<file path="src/rtl/tick_timer_arbiter.sv">
// tick_timer_arbiter: hands one prescaled down-counter to N_REQ requesters in
// round-robin order. It counts the granted requester's delay in ticks of DIV
// clocks and then pulses that requester's done.
//
//   state   | meaning
//   --------+---------------------------------------------------------------
//   S_IDLE  | no job; pick the next requester after last, latch its delay
//   S_COUNT | prescaler running; each wrap is one tick off remaining
//   S_DONE  | done[owner] is high this cycle; last <= owner, back to IDLE
module tick_timer_arbiter #(
  parameter int N_REQ = 4,
  parameter int DIV   = 50,
  parameter int CW    = 16
) (
  input  logic                       clk,
  input  logic                       reset,
  input  logic [N_REQ-1:0]           req,
  input  logic [N_REQ*CW-1:0]        delay,
  input  logic                       abort,
  output logic [N_REQ-1:0]           ack,
  output logic [N_REQ-1:0]           done,
  output logic                       busy,
  output logic [$clog2(N_REQ)-1:0]   owner,
  output logic                       tick_out
);

  localparam int OW = $clog2(N_REQ);
  localparam int PW = (DIV > 1) ? $clog2(DIV) : 1;
  localparam logic [PW-1:0] PRE_MAX  = PW'(DIV - 1);
  localparam logic [OW-1:0] LAST_RST = OW'(N_REQ - 1);

  typedef enum logic [1:0] {
    S_IDLE  = 2'd0,
    S_COUNT = 2'd1,
    S_DONE  = 2'd2
  } state_t;

  state_t            state_q, state_d;
  logic [N_REQ-1:0]  ack_q, ack_d;
  logic [N_REQ-1:0]  done_q, done_d;
  logic [OW-1:0]     owner_q, owner_d;
  logic [OW-1:0]     last_q, last_d;
  logic [CW-1:0]     rem_q, rem_d;
  logic [PW-1:0]     pre_q, pre_d;
  logic              tick_q, tick_d;

  logic [OW-1:0]     win;
  logic              found;
  logic [CW-1:0]     win_delay;
  logic              tick_now;

  // Round-robin pick: first set req bit scanning upward from last+1, wrapping.
  always_comb begin
    win   = '0;
    found = 1'b0;
    for (int i = 1; i <= N_REQ; i++) begin
      if (!found && req[(int'(last_q) + i) % N_REQ]) begin
        win   = OW'((int'(last_q) + i) % N_REQ);
        found = 1'b1;
      end
    end
  end

  assign win_delay = delay[int'(win)*CW +: CW];
  // A tick only counts while there is something left to count; a zero delay
  // leaves COUNT after one cycle without ever ticking, even with DIV = 1.
  assign tick_now  = (pre_q == PRE_MAX) && (rem_q != '0);

  // Next-state and registered-output computation.
  always_comb begin
    state_d = state_q;
    ack_d   = '0;
    done_d  = '0;
    owner_d = owner_q;
    last_d  = last_q;
    rem_d   = rem_q;
    pre_d   = pre_q;
    tick_d  = 1'b0;
    case (state_q)
      S_IDLE: begin
        if (|req) begin
          state_d      = S_COUNT;
          ack_d[win]   = 1'b1;
          owner_d      = win;
          rem_d        = win_delay;
          pre_d        = '0;
          tick_d       = (PRE_MAX == '0) && (win_delay != '0);
        end
      end
      S_COUNT: begin
        if (abort) begin
          state_d = S_IDLE;
          last_d  = owner_q;
          pre_d   = '0;
        end else if (rem_q == '0) begin
          state_d         = S_DONE;
          done_d[owner_q] = 1'b1;
        end else begin
          pre_d = (pre_q == PRE_MAX) ? '0 : pre_q + 1'b1;
          if (tick_now) begin
            rem_d = rem_q - 1'b1;
            if (rem_q == CW'(1)) begin
              state_d         = S_DONE;
              done_d[owner_q] = 1'b1;
            end
          end
          if (state_d == S_COUNT) tick_d = (pre_d == PRE_MAX);
        end
      end
      S_DONE: begin
        state_d = S_IDLE;
        last_d  = owner_q;
      end
      default: state_d = S_IDLE;
    endcase
  end

  // State and output registers with synchronous reset.
  always_ff @(posedge clk) begin
    if (reset) begin
      state_q <= S_IDLE;
      ack_q   <= '0;
      done_q  <= '0;
      owner_q <= '0;
      last_q  <= LAST_RST;
      rem_q   <= '0;
      pre_q   <= '0;
      tick_q  <= 1'b0;
    end else begin
      state_q <= state_d;
      ack_q   <= ack_d;
      done_q  <= done_d;
      owner_q <= owner_d;
      last_q  <= last_d;
      rem_q   <= rem_d;
      pre_q   <= pre_d;
      tick_q  <= tick_d;
    end
  end

  assign ack      = ack_q;
  assign done     = done_q;
  assign owner    = owner_q;
  assign tick_out = tick_q;
  assign busy     = (state_q == S_COUNT) || (state_q == S_DONE);

endmodule

</file>
<file path="config.mk">
export PLATFORM = sky130hd
export DESIGN_NAME = tick_timer_arbiter
export DESIGN_NICKNAME = d
export VERILOG_FILES = /design/src/rtl/tick_timer_arbiter.sv
export SDC_FILE = /design/constraint.sdc
export NUM_CORES = 1
export LEC_CHECK = 0
export BUFFER_PORTS_ARGS = -buffer_cell sky130_fd_sc_hd__clkbuf_2
export CAP_MARGIN = 30
export CORE_UTILIZATION = 47
export CTS_CLUSTER_SIZE = 12
export DETAILED_ROUTE_END_ITERATION = 10
export PLACE_DENSITY = 0.84
export SLEW_MARGIN = 20
export SYNTH_ARGS = -nofsm -noshare
export SYNTH_HDL_FRONTEND = slang
export SYNTH_SLANG_ARGS = --single-unit
</file>
<file path="constraint.sdc">
create_clock -name clk -period 2.45 [get_ports clk]
set_input_delay 0.735 -clock clk [delete_from_list [all_inputs] [get_ports clk]]
set_output_delay 0.735 -clock clk [all_outputs]
set_load 0.02 [all_outputs]
</file>
### Word level (Yosys, flattened, before mapping)

Cells that the tools add are included.
W data, S select, Z words.

* word-level logic and storage cells: 117
* register bits: 37

* reduce and logical (&&, ||, !) cells: 27
* add/subtract/negate cells: 6
* multiplexer cells: 47
* equality and inequality tests: 12
* bitwise gates (word level): 8
* magnitude comparators: 8
* shift operators: 1

Operators with widths (number)
* $mux W16: 4
* $shiftx A64 B7 Y16: 1
* $pmux W16 S2: 1
* $mux W2: 13
* $mux W6: 4
* $eq A16 B1 Y1 const B: 1
* $logic_not A16 Y1: 1
* $lt A3 B4 Y1 const B: 4
* $reduce_bool A16 Y1: 1
* $sub A16 B1 Y16 const B: 1
* $mux W1: 13
* $eq A6 B6 Y1 const B: 2
* $mux W4: 3
* $pmux W6 S2: 1
* $ne A2 B2 Y1 const B: 5
* $bmux W1 S2: 4
* $pmux W2 S2: 2
* $reduce_or A2 Y1: 4
* $add A6 B1 Y6 const B: 1
* $logic_and A1 B1 Y1: 6
* $lt A2 B3 Y1 const B: 2
* $reduce_or A3 Y1: 2
* $reduce_and A5 Y1: 1
* $reduce_or A5 Y1: 1
* 16 further kinds: 31

### Logic depth before layout (Yosys ltp)

* depth in word-level cells: 20
* mapped depth: 10
* gate-level depth less buffers: 8

### Least setup slack after synthesis

Ideal clock, no wire load.

* path type: input -> register
* start point: in req[0]
* end point: reg rem_q[8]
* cell stages on the path: 7
* data required time: 2.328 ns
* arrival: 2.357 ns
* path slack: -0.029 ns
* setup time: 0.122 ns
* cells stage by stage: or4_1 > mux2i_1 > nor4_4 > nor2_2 > buf_6 > nor2_1 > a221o_1

* cells in the longest elaborated chain, start to end: 16

Ends and longest elaborated chain
* start, declared: RTL line 17 `input logic [N_REQ-1:0] req,`
* $bmux W1 S2: RTL line 57 `if (!found && req[(int'(last_q) + i) % N_REQ]) begin`
* $mux W1 (not written as such) (2 in series): RTL line 57
* $mux W1: RTL line 57
* $logic_not A1 Y1: RTL line 57
* $logic_and A1 B1 Y1: RTL line 57
* $mux W1: RTL line 57
* $logic_not A1 Y1: RTL line 57
* $logic_and A1 B1 Y1: RTL line 57
* $mux W1: RTL line 57
* $logic_not A1 Y1: RTL line 57
* $logic_and A1 B1 Y1: RTL line 57
* $mux W2: RTL line 57
* $shiftx A64 B7 Y16: RTL line 64 `assign win_delay = delay[int'(win)*CW +: CW];`
* $mux W16: RTL line 81 `if (|req) begin`
* $pmux W16 S2: RTL line 79 `case (state_q)`
* end signal, assigned: RTL line 135 `rem_q <= rem_d;`
* end, declared: RTL line 43 `logic [CW-1:0] rem_q, rem_d;`

Parallel ways exist; a longest one is shown, timed or not. The select of a mux whose other input is x is not followed.
A chain may end at the register's enable or synchronous reset.

### Worst setup path after layout

* start point: reg rem_q[0]
* end point: reg rem_q[11]

* cells in the longest elaborated chain, start to end: 5

Ends and longest elaborated chain
* $sub A16 B1 Y16: RTL line 101 `rem_d = rem_q - 1'b1;`
* $mux W16: RTL line 100 `if (tick_now) begin`
* $mux W16: RTL line 95 `end else if (rem_q == '0) begin`
* $mux W16: RTL line 91 `if (abort) begin`
* $pmux W16 S2: RTL line 79

Parallel ways exist; a longest one is shown, timed or not. The select of a mux whose other input is x is not followed.

==> impl_metrics.ini <==
[worst_setup_path]
r2r_cells = 9
worstPathCellList = inv_1 -> ha_1 -> or4b_1 -> nor4_4 -> nor4b_1 -> buf_4 -> a41oi_1 -> a31oi_1 -> a22o_1
critPathRequiredTime_ns = 2.65
cp.arrival_ns = 2.56
crit_family = simple AND/OR/NAND/NOR gates
r2r-end = rem_q[11]
cpMaxStageDelayCell = or4b_1
r2r_start = rem_q[0]
slowest_delay_ns = 0.49
worst_setup_path_end_kind = register
startpoint = rem_q[0]
r2r_setup_slack_ns = 0.08
crit_fanout = 5
critPathBufInv = 2
start_kind = register
worst-setup-path-type = register to register

[logic_synthesis]
synthCells = 313
synth_ff_type = dfxtp_1
yosysWarnings = 0
syn-cell-area_um2 = 2693
synth_edf_count = 0
synth.largest_area_cell = dfxtp_1
synth_most_common_cell = dfxtp_1
ys_top_cells_by_area = dfxtp_1, mux2i_1, nor2_1
synth_top_area_share_pct = 27.51
ys_async_sr_fraction_pct = 0
synthTopCellsByCount = dfxtp_1, nor2_1, mux2i_1
synth_cell_types = 67
ys_seq_area_share_pct = 27.51
synth-seq-cells = 37
syn-num-nets = 392
postSynthAreaPerCell_um2 = 8.602

[global_routing]
grt_max_degree = 29
grt_pass1_vias = 2826
grt_antenna_before_repair = 0
gr-usage-all-layers_pct = 26.09
grt.overflow.total = 0
grt_pass1_wl_um = 12620

[layout]
multi_input_area_um2 = 1831
n_antenna_cell = 0
final_nets = 510
drive_gt1_share_pct = 38.89
area_growth_pct = 32.95
utilization_pct = 65.01
regArea_um2 = 740.7
instances_no_fill = 504
nFillCells = 469

[flow_run]
timing.max_cap.violations = 0

[detailed_routing]
viasPerCell = 5.732
finalWirelength_um = 7652
top_layer = met4
wl_per_cell_um = 15.18
vias = 2889
wl_met1_um = 3260
drcViolationCount = 0
ant_nets = 0
wl_met3_um = 382
dr_wl_met2_um = 3853
drtIter0Drc = 144
dr.pass1.iters = 4

[timing]
hold_viol_final = 0
fmax_mhz = 422.7
tightestPinTransition_ns = 0.5618
finClkSkew_ns = 0.004247
relSlewSlack_pct = 62.02
setup_violations = 0
worst_slack_ns = 0.08398
hold_ws_ns = 0.5137
slew_viol_final = 0
fin_crit_sh_pct = 96.57
min_period_ns = 2.366

[floorplanning]
num_rows = 27
chipWidth_um = 77.69
dieArea_um2 = 6036
die_y_um = 77.69
initial_core_util_pct = 48.90
core_area_um2 = 5507
ios = 83

[worst_hold_path]
hold_class = register to register
min_to = pre_q[5]
worstHoldPathCells = 2
min_from = pre_q[5]

[placed_design]
placed_cells = 496
dpl.hpwl_um = 5860
dp_slack_ns = -0.3021
place_congestion = 0.9547
io_buffers = 82

[pwr]
pwr-share-seq_pct = 28.0
pwr_density_cell_nw_per_um2 = 803.7
p_sw_uw = 1153
ir_drop_v = 0.0005358
p_int_uw = 1724
netSwitchingFraction_pct = 40.07
power.leakage_uw = 0.001589
clock_power_share_pct = 19.1
total_power_uw = 2877
p_comb_share_pct = 52.9

[cts]
clock_path_buffers = 2
cts_tree = yes
cts_inserted_buffers = 5
root_buffer = clkbuf_8
cts_setup_buffers = 0
clock-sinks = 37
clk_latency_ns = 0.30
post_cts_resized = 0
htreeDepth = 2
hold_buffers = 0
clk_pin_slew_ns = 0.08

[run_status]
status = complete, no violations
-- cell usage in the layout, fill, tap and decap left out, types with 8 or more instances in the layout --
master	synthesis	final
dfxtp_1	37	37
nand3_1	16	16
a31oi_1	11	10
ha_1	8	8
buf_4	0	41
mux2i_1	26	25
nor3_1	12	12
clkbuf_2	0	82
a21oi_1	19	19
mux2_2	9	9
nand2_1	20	20
inv_1	8	8
nor2_1	29	29
-- worst max-delay path by stage --
stage | end | slack, ns | cells after the start
floorplan | rem_q[8] | 0.04 | 7
global placement | rem_q[12] | -0.15 | 10
detailed placement | rem_q[12] | -0.30 | 10
CTS | rem_q[12] | 0.006 | 10
global route | rem_q[5] | -0.002 | 9
finish | rem_q[11] | 0.08 | 9
-- metal layers --
| layer | up-vias | global-route usage [%] |
|---|---|---|
| li1 | 1418 | - |
| met1 | 1350 | 30.31 |
| met2 | 104 | 47.26 |
| met3 | 17 | 4.941 |
| met4 | 0 | 9.245 |
| met5 | - | 0 |
-- power groups by stage --
stage / Combinational [uW] / Clock [uW] / Sequential [uW]
2_1_floorplan: 970 / 0 / 818
3_3_place_gp: 1460 / 0 / 811
3_5_place_dp: 1490 / 0 / 815
4_1_cts: 1500 / 551 / 802
5_1_grt: 1650 / 581 / 823
6_report: 1520 / 549 / 806
-- cells by family (layout without fill, tap and decap cells) --
kind of cell    count (synthesis)  after routing  synth area share (%)
flops                          37             37                 27.51
fa+ha+maj                       8              8                 3.718
mux                            37             37                 15.10
compound gates                 73             73                 18.49
xor+xnor                        5              5                 1.627
simple gates                  129            129                 27.88
buf+inv                        24            143                 5.669
-- per-stage QoR --
| stage | TNS (ns) | instance area, um2 |
|---|---|---|
| 2_1_floorplan | 0 | 2696 |
| 3_3_place_gp | -0.5545 | 3448 |
| 3_5_place_dp | -1.995 | 3448 |
| 4_1_cts | 0 | 3563 |
| 5_1_grt | -0.001875 | 3580 |
| 6_report | 0 | 3580 |
-- sequential cells by signal, summed over array words and instances, names as in the netlist --
name	count
tick_out	1
rem_q	16
done	4
last_q	2
owner	2
ack	4
state_q	2
pre_q	6
-- area by class of cell --
class,instances,area share [%]
clock buffers,5,1.922
clock inverters,3,1.293
inverters,9,0.9437
multi-input cells,252,51.14
flip-flops and latches,37,20.69
well taps,72,2.517
repair buffers,126,21.50
-- worst register-to-register path: stages (launching register included) --
cell	delay [ns]
dfxtp_1	0.32
inv_1	0.08
ha_1	0.19
or4b_1	0.49
nor4_4	0.33
nor4b_1	0.16
buf_4	0.18
a41oi_1	0.24
a31oi_1	0.08
a22o_1	0.19
(Power assumes the default switching activity.)
